`config.mk`:
```
export PLATFORM = sky130hd
export DESIGN_NAME = lvds_capture_ctrl_flat
export DESIGN_NICKNAME = d
export VERILOG_FILES = /design/src/rtl/lvds_pkg.sv /design/src/rtl/lvds_capture_ctrl_if.sv /design/src/rtl/lvds_ctrl_timer.sv /design/src/rtl/lvds_capture_ctrl.sv /design/src/flat_wrapper.sv
export SDC_FILE = /design/constraint.sdc
export NUM_CORES = 1
export LEC_CHECK = 0
export BUFFER_PORTS_ARGS = -buffer_cell sky130_fd_sc_hd__buf_2
export CORE_UTILIZATION = 58
export DETAILED_ROUTE_END_ITERATION = 6
export PLACE_DENSITY = 0.85
export SLEW_MARGIN = 20
export SYNTH_ARGS = -nofsm -noshare
export SYNTH_HDL_FRONTEND = slang
export SYNTH_SLANG_ARGS = --single-unit
```
`constraint.sdc`:
```
create_clock -name clk -period 3.7 [get_ports clk]
set_input_delay 0.185 -clock clk [delete_from_list [all_inputs] [get_ports clk]]
set_output_delay 0.185 -clock clk [all_outputs]
set_load 0.01 [all_outputs]
```
`src/rtl/lvds_pkg.sv`:
```
// lvds_pkg: state encoding and default timing for the LVDS capture controller.
package lvds_pkg;
    typedef enum logic [2:0] {PWR_OFF, REL_A, REL_D, IDLE, CAPTURE, GAP, DONE, ERROR} state_t;
    localparam int DEF_T_RSTA    = 1000;
    localparam int DEF_T_RSTD    = 1000;
    localparam int DEF_T_SETTLE  = 10000;
    localparam int DEF_T_GAP     = 64;
    localparam int DEF_T_TIMEOUT = 65535;
    localparam int DEF_CNT_W     = 16;
endpackage

```
`src/rtl/lvds_capture_ctrl_if.sv`:
```
// lvds_capture_ctrl_if: run control, sensor reset and status signals of the capture controller.
interface lvds_capture_ctrl_if #(parameter int CNT_W = 16);
    logic             start, stop, err_clr, mode_cont, burst_done, fifo_overflow;
    logic [CNT_W-1:0] frame_total, frame_cnt;
    logic             rst_a, rst_d, cap_en, ready, busy, err_ovf, err_tmo, irq;
    modport slave (
        input  start, stop, err_clr, mode_cont, frame_total, burst_done, fifo_overflow,
        output rst_a, rst_d, cap_en, ready, busy, frame_cnt, err_ovf, err_tmo, irq
    );
    modport master (
        output start, stop, err_clr, mode_cont, frame_total, burst_done, fifo_overflow,
        input  rst_a, rst_d, cap_en, ready, busy, frame_cnt, err_ovf, err_tmo, irq
    );
endinterface

```
`src/rtl/lvds_ctrl_timer.sv`:
```
// lvds_ctrl_timer: loadable down-counter that holds at zero and flags it.
module lvds_ctrl_timer #(
    parameter int W = 16,
    parameter logic [W-1:0] RST_VAL = '0
) (
    input  logic         clk,
    input  logic         rst_n,
    input  logic         load,
    input  logic [W-1:0] load_val,
    output logic         zero
);
    logic [W-1:0] cnt;
    always_ff @(posedge clk or negedge rst_n)
        if (!rst_n) cnt <= RST_VAL;
        else cnt <= load ? load_val : (cnt != '0 ? cnt - W'(1) : cnt);
    assign zero = cnt == '0;
endmodule

```
`src/rtl/lvds_capture_ctrl.sv`:
```
// lvds_capture_ctrl: sensor power-up sequencing and burst capture run control.
module lvds_capture_ctrl
    import lvds_pkg::*;
#(
    parameter int T_RSTA    = DEF_T_RSTA,
    parameter int T_RSTD    = DEF_T_RSTD,
    parameter int T_SETTLE  = DEF_T_SETTLE,
    parameter int T_GAP     = DEF_T_GAP,
    parameter int T_TIMEOUT = DEF_T_TIMEOUT,
    parameter int CNT_W     = DEF_CNT_W
) (
    input logic clk,
    input logic rst_n,
    lvds_capture_ctrl_if.slave bus
);
    // A state lasting t cycles loads t-1, so the transition fires on the t-th cycle.
    function automatic logic [CNT_W-1:0] ld(input int t);
        return t > 0 ? CNT_W'(t - 1) : '0;
    endfunction
    function automatic logic [CNT_W-1:0] dur(input state_t s);
        return s == PWR_OFF ? ld(T_RSTA) : s == REL_A ? ld(T_RSTD) : s == REL_D ? ld(T_SETTLE) :
               s == CAPTURE ? ld(T_TIMEOUT) : s == GAP ? ld(T_GAP) : '0;
    endfunction
    state_t           state, nxt;
    logic [CNT_W-1:0] cnt_inc, total_q;
    logic             cont_q, stop_q, stop_seen, last, tmr_zero;
    assign cnt_inc   = bus.frame_cnt + CNT_W'(1);
    assign stop_seen = stop_q | bus.stop;
    assign last      = !cont_q && cnt_inc == total_q;
    lvds_ctrl_timer #(.W(CNT_W), .RST_VAL(ld(T_RSTA))) u_timer (
        .clk      (clk),
        .rst_n    (rst_n),
        .load     (nxt != state),
        .load_val (dur(nxt)),
        .zero     (tmr_zero)
    );
    always_ff @(posedge clk or negedge rst_n)
        if (!rst_n) state <= PWR_OFF;
        else state <= nxt;
    always_comb begin
        nxt = state;
        case (state)
            PWR_OFF: nxt = tmr_zero ? REL_A : state;
            REL_A:   nxt = tmr_zero ? REL_D : state;
            REL_D:   nxt = tmr_zero ? IDLE : state;
            IDLE:    nxt = bus.start ? CAPTURE : state;
            CAPTURE: nxt = bus.fifo_overflow ? ERROR : bus.burst_done ? (last || stop_seen ? DONE : GAP) :
                           tmr_zero ? ERROR : state;
            GAP:     nxt = bus.fifo_overflow ? ERROR : tmr_zero ? (stop_seen ? DONE : CAPTURE) : state;
            DONE:    nxt = IDLE;
            ERROR:   nxt = bus.err_clr ? IDLE : state;
            default: nxt = PWR_OFF;
        endcase
    end
    // Outputs are registered from the next state so they change together with state.
    always_ff @(posedge clk or negedge rst_n)
        if (!rst_n) begin
            bus.frame_cnt <= '0;
            total_q       <= CNT_W'(1);
            cont_q        <= 1'b0;
            stop_q        <= 1'b0;
            bus.err_ovf   <= 1'b0;
            bus.err_tmo   <= 1'b0;
            bus.rst_a     <= 1'b0;
            bus.rst_d     <= 1'b0;
            bus.ready     <= 1'b0;
            bus.cap_en    <= 1'b0;
            bus.busy      <= 1'b0;
            bus.irq       <= 1'b0;
        end else begin
            if (state == IDLE && bus.start) begin
                bus.frame_cnt <= '0;
                cont_q        <= bus.mode_cont;
                total_q       <= bus.frame_total == '0 ? CNT_W'(1) : bus.frame_total;
            end else if (state == CAPTURE && bus.burst_done && !bus.fifo_overflow)
                bus.frame_cnt <= cnt_inc;
            stop_q      <= nxt == IDLE ? 1'b0 : (state inside {CAPTURE, GAP} && bus.stop) ? 1'b1 : stop_q;
            bus.err_ovf <= nxt == IDLE ? 1'b0 : (state inside {CAPTURE, GAP} && bus.fifo_overflow) ? 1'b1 : bus.err_ovf;
            bus.err_tmo <= nxt == IDLE ? 1'b0 : (state == CAPTURE && nxt == ERROR && !bus.fifo_overflow) ? 1'b1 : bus.err_tmo;
            bus.rst_a   <= nxt != PWR_OFF;
            bus.rst_d   <= !(nxt inside {PWR_OFF, REL_A});
            bus.ready   <= !(nxt inside {PWR_OFF, REL_A, REL_D});
            bus.cap_en  <= nxt == CAPTURE;
            bus.busy    <= nxt inside {CAPTURE, GAP, DONE};
            bus.irq     <= nxt == DONE || (nxt == ERROR && state != ERROR);
        end
endmodule

```
`src/flat_wrapper.sv`:
```
// flat-port wrapper written by rule: the top's interface ports become plain ports
module lvds_capture_ctrl_flat import lvds_pkg::*;
#(
    parameter int T_RSTA    = DEF_T_RSTA,
    parameter int T_RSTD    = DEF_T_RSTD,
    parameter int T_SETTLE  = DEF_T_SETTLE,
    parameter int T_GAP     = DEF_T_GAP,
    parameter int T_TIMEOUT = DEF_T_TIMEOUT,
    parameter int CNT_W     = DEF_CNT_W
)
  (clk, rst_n, bus_start, bus_stop, bus_err_clr, bus_mode_cont, bus_frame_total, bus_burst_done, bus_fifo_overflow, bus_rst_a, bus_rst_d, bus_cap_en, bus_ready, bus_busy, bus_frame_cnt, bus_err_ovf, bus_err_tmo, bus_irq);
  lvds_capture_ctrl_if #(.CNT_W(CNT_W)) bus_i ();
  input logic clk;
  input logic rst_n;
  input wire logic [$bits(bus_i.start)-1:0] bus_start;
  input wire logic [$bits(bus_i.stop)-1:0] bus_stop;
  input wire logic [$bits(bus_i.err_clr)-1:0] bus_err_clr;
  input wire logic [$bits(bus_i.mode_cont)-1:0] bus_mode_cont;
  input wire logic [$bits(bus_i.frame_total)-1:0] bus_frame_total;
  input wire logic [$bits(bus_i.burst_done)-1:0] bus_burst_done;
  input wire logic [$bits(bus_i.fifo_overflow)-1:0] bus_fifo_overflow;
  output wire logic [$bits(bus_i.rst_a)-1:0] bus_rst_a;
  output wire logic [$bits(bus_i.rst_d)-1:0] bus_rst_d;
  output wire logic [$bits(bus_i.cap_en)-1:0] bus_cap_en;
  output wire logic [$bits(bus_i.ready)-1:0] bus_ready;
  output wire logic [$bits(bus_i.busy)-1:0] bus_busy;
  output wire logic [$bits(bus_i.frame_cnt)-1:0] bus_frame_cnt;
  output wire logic [$bits(bus_i.err_ovf)-1:0] bus_err_ovf;
  output wire logic [$bits(bus_i.err_tmo)-1:0] bus_err_tmo;
  output wire logic [$bits(bus_i.irq)-1:0] bus_irq;
  assign bus_i.start = bus_start;
  assign bus_i.stop = bus_stop;
  assign bus_i.err_clr = bus_err_clr;
  assign bus_i.mode_cont = bus_mode_cont;
  assign bus_i.frame_total = bus_frame_total;
  assign bus_i.burst_done = bus_burst_done;
  assign bus_i.fifo_overflow = bus_fifo_overflow;
  assign bus_rst_a = bus_i.rst_a;
  assign bus_rst_d = bus_i.rst_d;
  assign bus_cap_en = bus_i.cap_en;
  assign bus_ready = bus_i.ready;
  assign bus_busy = bus_i.busy;
  assign bus_frame_cnt = bus_i.frame_cnt;
  assign bus_err_ovf = bus_i.err_ovf;
  assign bus_err_tmo = bus_i.err_tmo;
  assign bus_irq = bus_i.irq;
  lvds_capture_ctrl #(.T_RSTA(T_RSTA), .T_RSTD(T_RSTD), .T_SETTLE(T_SETTLE), .T_GAP(T_GAP), .T_TIMEOUT(T_TIMEOUT), .CNT_W(CNT_W)) u_core (.clk(clk), .rst_n(rst_n), .bus(bus_i));
endmodule
```
# ---- After elaboration in Yosys (flattened, before gate mapping)
# Cells that the tools add are included.
dict set report word_totals {
  reg_bits 61
  word_cells 93
}
dict set report classes {
  n_mux 29
  reduce_logical 30
  addsub 2
  eq_ne 17
  bitwise_logic 1
}
# operator count
set op_table {}
lappend op_table {{two-way mux 16 bit} 9}
lappend op_table {{zero test 16 bit} 2}
lappend op_table {{two-way mux 3 bit} 10}
lappend op_table {{== test 3 bit (second input constant)} 8}
lappend op_table {{case mux 3 bit (8 select lines)} 1}
lappend op_table {{adder 16 x 1 -> 16 bit (second input constant)} 1}
lappend op_table {{== test 16 bit} 1}
lappend op_table {{nonzero test 16 bit} 1}
lappend op_table {{subtractor 16 x 1 -> 16 bit (second input constant)} 1}
lappend op_table {{nonzero test 2 bit} 7}
lappend op_table {{== test 3 x 2 -> 1 bit (second input constant)} 4}
lappend op_table {{logical AND 1 bit} 9}
lappend op_table {{nonzero test 3 bit} 3}
lappend op_table {{== test 3 x 1 -> 1 bit (second input constant)} 2}
lappend op_table {{zero test 3 bit} 2}
lappend op_table {{two-way mux 1 bit} 6}
lappend op_table {{two-way mux 6 bit} 1}
lappend op_table {{zero test 1 bit} 4}
lappend op_table {{two-way mux 2 bit} 2}
lappend op_table {{inequality test 3 bit} 1}
lappend op_table {{inequality test 3 bit (second input constant)} 1}
lappend op_table {{logical OR 1 bit} 2}
lappend op_table {{OR 1 bit} 1}

# ---- Logic depth before layout (Yosys ltp)
dict set report logic_depth {
  word_depth 15
  depth_mapped 12
  ltp_nobuf 10
}

# ---- Cells and area by module
# From an unflattened synthesis, not the netlist that was laid out.
dict set report hier_totals {
  hier_cells 409
  hier_area_um2 3843.7
}
# module cells_each n_inst seq_area_each_um2 area_per_inst_um2
set by_module_without_submodules {}
lappend by_module_without_submodules {lvds_capture_ctrl 302 1 1127.3 2834.0}
lappend by_module_without_submodules {lvds_ctrl_timer 107 1 410.4 1009.7}

# ---- Least setup slack after synthesis
# No wires, ideal clock.
dict set report synth_path {
  kind {reg-to-reg}
  from {register u_core.bus.frame_cnt[0]}
  to {register u_core.u_timer.cnt[5]}
  t_required_ns 3.625
  slack_ns 0.809
  arrival_ns 2.816
  setup_time_ns 0.075
  n_path_buf 2
  stages_incl_launch_ff 12
  path_cell_list {dfrtp_1 ha_1 xor3_1 nor4_1 o221ai_1 nor4_2 o2111ai_1 a22oi_2 and2_1 buf_6 buf_8 mux2i_1}
}
dict set report synth_between {
  elab_chain_cells 15
  word_cells_on_any_way 21
}
# element line_no
set synth_rtl {}
lappend synth_rtl {{from (decl)} lvds_capture_ctrl_if.sv:8} ;# output rst_a, rst_d, cap_en, ready, busy, frame_cnt, err_ovf, err_tmo, irq
lappend synth_rtl {{from (signal assigned)} lvds_capture_ctrl.sv:76} ;# bus.frame_cnt <= cnt_inc;
lappend synth_rtl {{adder 16 x 1 -> 16 bit *} lvds_capture_ctrl.sv:27} ;# assign cnt_inc = bus.frame_cnt + CNT_W'(1);
lappend synth_rtl {{== test 16 bit *} lvds_capture_ctrl.sv:29} ;# assign last = !cont_q && cnt_inc == total_q;
lappend synth_rtl {{logical AND 1 bit *} lvds_capture_ctrl.sv:29}
lappend synth_rtl {{logical OR 1 bit *} lvds_capture_ctrl.sv:47} ;# CAPTURE: nxt = bus.fifo_overflow ? ERROR : bus.burst_done ? (last || stop_seen ? DONE : GAP) :
lappend synth_rtl {{two-way mux 2 bit *} lvds_capture_ctrl.sv:47}
lappend synth_rtl {{two-way mux 3 bit * (2 in series)} lvds_capture_ctrl.sv:47}
lappend synth_rtl {{case mux 3 bit (8 select lines) *} lvds_capture_ctrl.sv:42} ;# case (state)
lappend synth_rtl {{== test 3 bit} lvds_capture_ctrl.sv:22} ;# s == CAPTURE ? ld(T_TIMEOUT) : s == GAP ? ld(T_GAP) : '0;
lappend synth_rtl {{two-way mux 6 bit} lvds_capture_ctrl.sv:22}
lappend synth_rtl {{two-way mux 16 bit} lvds_capture_ctrl.sv:22}
lappend synth_rtl {{two-way mux 16 bit (3 in series)} lvds_capture_ctrl.sv:21} ;# return s == PWR_OFF ? ld(T_RSTA) : s == REL_A ? ld(T_RSTD) : s == REL_D ? ld(T_SETTLE) :
lappend synth_rtl {{two-way mux 16 bit} lvds_ctrl_timer.sv:15} ;# else cnt <= load ? load_val : (cnt != '0 ? cnt - W'(1) : cnt);
lappend synth_rtl {{to (signal assigned)} lvds_ctrl_timer.sv:15}
lappend synth_rtl {{to (decl)} lvds_ctrl_timer.sv:12} ;# logic [W-1:0] cnt;
# Mark *: on every way between the ends. The rest lies on a longest branch, timed or not.
# A chain may end at the register's enable or synchronous reset.

# ---- Final worst setup path
dict set report layout_path {
  from {register u_core.bus.frame_cnt[0]}
  to {register u_core.u_timer.cnt[4]}
}
# The elaborated chain is that of the path after synthesis.

==> metrics.md <==
| Metric | Value |
|---|---|
| Sequential share of the synthesized area | `0.416` |
| Synth cell count leaders | `dfrtp_1 (52), nor2_1 (33), nand2_1 (31), o21ai_0 (31), xnor2_1 (21)` |
| Slew Limit Headroom | `0.430` |
| Setup bufs post-CTS | `0` |
| Cts repair resizes | `0` |
| Initial cell density of the core | `0.613` |
| Fin Setup TNS | `0 ps` |
| Max Buffers Root-to-Sink | `2` |
| Clock Skew | `7.43 ps` |
| Post-synth top area share | `0.352` |
| Vias/cell | `6.31` |
| Netlist cell types | `60` |
| Final hold vios | `0` |
| Post-synthesis cell count | `392` |
| First-iteration detailed-routing DRC count | `411` |
| Final Critical Period | `3300 ps` |
| Post-CTS Hold Buffers | `1` |
| Post-Route WL | `8950 um` |
| YS warnings | `0` |
| Number of flops mapped to enable cells by yosys | `0` |
| Largest net degree at the start of global routing | `38` |
| Mapped Avg Cell Area | `9.42 um^2` |
| Critical path fanouts, max | `16` |
| Clk Latency, worst-skew pair | `350 ps` |
| Post-synth top area cell | `dfrtp_1` |
| TritonCTS clock tree | `built` |
| Most instantiated library cell after synthesis | `dfrtp_1` |
| Highest metal used | `met4` |
| Peak Freq | `303 MHz` |
| Max-slew violation count | `0` |
| ANT nets after route | `0` |
| Post-synth net total | `418` |
| CP startpoint kind | `flip-flop` |
| Clock tree root driver cell | `clkbuf_8` |
| CORE AREA | `0.00603 mm^2` |
| Global-route total usage across every layer | `0.298` |
| Arr. time, crit path | `3570 ps` |
| Crit path required time | `3970 ps` |
| DR WL/cell | `17.3 um` |
| Setup-failing EPs final | `0` |
| Hold Slack | `80.3 ps` |
| Number of fill cells | `473` |
| Share of post-route cells with drive strength above 1 | `0.227` |
| Grt ovf | `0` |
| Fin crit share | `0.893` |
| Nets | `462` |
| Outcome | `completed` |
| CTS H-tree depth | `3` |
| Area growth syn-to-layout | `12.8%` |
| Main flop type after synthesis | `dfrtp_1` |
| Vias in the first global route | `3,036` |
| Metal2 WL | `4030 um` |
| Metal-1 WL | `4100 um` |
| # rows | `28` |
| #FFs+latches synth | `61` |
| Max cap viols | `0` |
| Die Wd | `81.8 um` |
| PortBufs | `47` |
| Via count | `3,255` |
| Final setup margin | `396 ps` |
| Power Density | `807 mW/mm^2` |
| Die H | `81.8 um` |
| Worst Tran Pin Value | `855 ps` |
| Ys async rst share | `1.00` |
| Router iterations before antenna repair | `5` |
| Number of diodes | `0` |
| Clock sink count | `61` |
| HPWL Detailed | `6370 um` |
| First-pass GRT wire length | `14,700 um` |
| RSZ-0062 raised after global routing | `no` |
| Initial antenna violation count | `0` |
| Die area | `0.00669 mm^2` |
| Peak VDD IR | `0.533 mV` |
| IO Pins | `48` |
| RD Place Congestion | `0.912` |
| TritonCTS Buffers | `9` |
| CP endpoint kind | `flip-flop` |
| Worst Hold Class | `input port to flip-flop` |
| Met3 wire len | `607 um` |
| Kind of critical path | `flip-flop to flip-flop` |
| Drt drc | `0` |
| Synth area leaders | `dfrtp_1 (35%), dfstp_2 (6.4%), xnor2_1 (5.0%)` |
| Placement Setup Slack | `508 ps` |
| Post-Syn Area | `0.00369 mm^2` |
| Worst-path clk slew | `70 ps` |
| P_leak | `1.80 nW` |
kinds of logic (layout without fill, tap and decap cells):
group | after synthesis | count (layout) | share of synthesized area
AO/OA/AOI/OAI | 99 | 99 | 0.177
XOR/XNOR | 32 | 32 | 0.0799
adder cells (fa/ha/maj) | 2 | 2 | 0.00677
buffers and inverters | 30 | 79 | 0.0373
flip-flops | 61 | 61 | 0.416
multiplexers | 25 | 25 | 0.0732
AND/OR/NAND/NOR | 143 | 143 | 0.210
final timing paths:
check | cells past startpoint | slack (ps) | from | endpoint
min reg2reg | 1 | 510 | u_core.bus.err_tmo | u_core.bus.err_tmo
min | 2 | 80 | bus_mode_cont | u_core.cont_q
max in group asynchronous | 3 | 2320 | rst_n | u_core.total_q[0]
max reg2reg | 10 | 400 | u_core.bus.frame_cnt[0] | u_core.u_timer.cnt[4]
min in group asynchronous | 2 | 490 | rst_n | u_core.bus.err_ovf
max | 10 | 400 | u_core.bus.frame_cnt[0] | u_core.u_timer.cnt[4]
critical path, cell delays in order (launching register included):
cell and delay, ps:
dfrtp_1 490, ha_1 270, nand2_1 200, nor3_2 380
nand3_1 220, nor4_1 490, o2111ai_1 240, a22oi_2 330
and2_1 170, buf_4 230, mux2i_1 210
layout by cell type (no fill, tap or decap), drive strengths merged, types with 16 or more instances in the layout:
master | Yosys | routed
dfrtp | 52 | 52
buf | 7 | 52
nor2 | 33 | 33
o21ai | 33 | 33
nand2 | 31 | 31
xnor2 | 21 | 21
a21oi | 19 | 19
nor4 | 18 | 18
mux2 | 16 | 16
state kept, by name, indices dropped and copies added, names as in the netlist, 3 cells and up:
signal                count
u_core.bus.frame_cnt     16
u_core.total_q           16
u_core.u_timer.cnt       16
u_core.state              3
final cells by class:
cell class / instances / area [um^2] / area share
sequential: 61 / 1540 / 0.369
clock buffer: 15 / 166 / 0.0399
inverter: 10 / 37.5 / 0.00901
clock inverter: 1 / 30.0 / 0.00721
timing repair buffer: 53 / 283 / 0.0679
tap: 75 / 93.8 / 0.0225
multi-input combinational: 301 / 2020 / 0.484
routing by layer:
layer  track usage  vias to the layer above
met5             0                        -
met4         0.154                        0
met3        0.0500                       22
met2         0.435                      144
met1         0.423                     1562
li1              -                     1527
metrics by stage:
stage | utilization | cells | total power (W) | instance area (um^2)
after floorplan | - | 392 | 0.00239 | 3690
after global placement | 0.657 | 499 | 0.00268 | 3960
after detailed placement | 0.657 | 499 | 0.00273 | 3960
after CTS | 0.691 | 516 | 0.00335 | 4170
after global routing | 0.691 | 516 | 0.00360 | 4170
final | 0.691 | 516 | 0.00336 | 4170
power by group:
part	switching, W	internal (W)
sequential	0.000300	0.000974
clock	0.000256	0.000349
combinational	0.000799	0.000683
(Power assumes the default switching activity.)
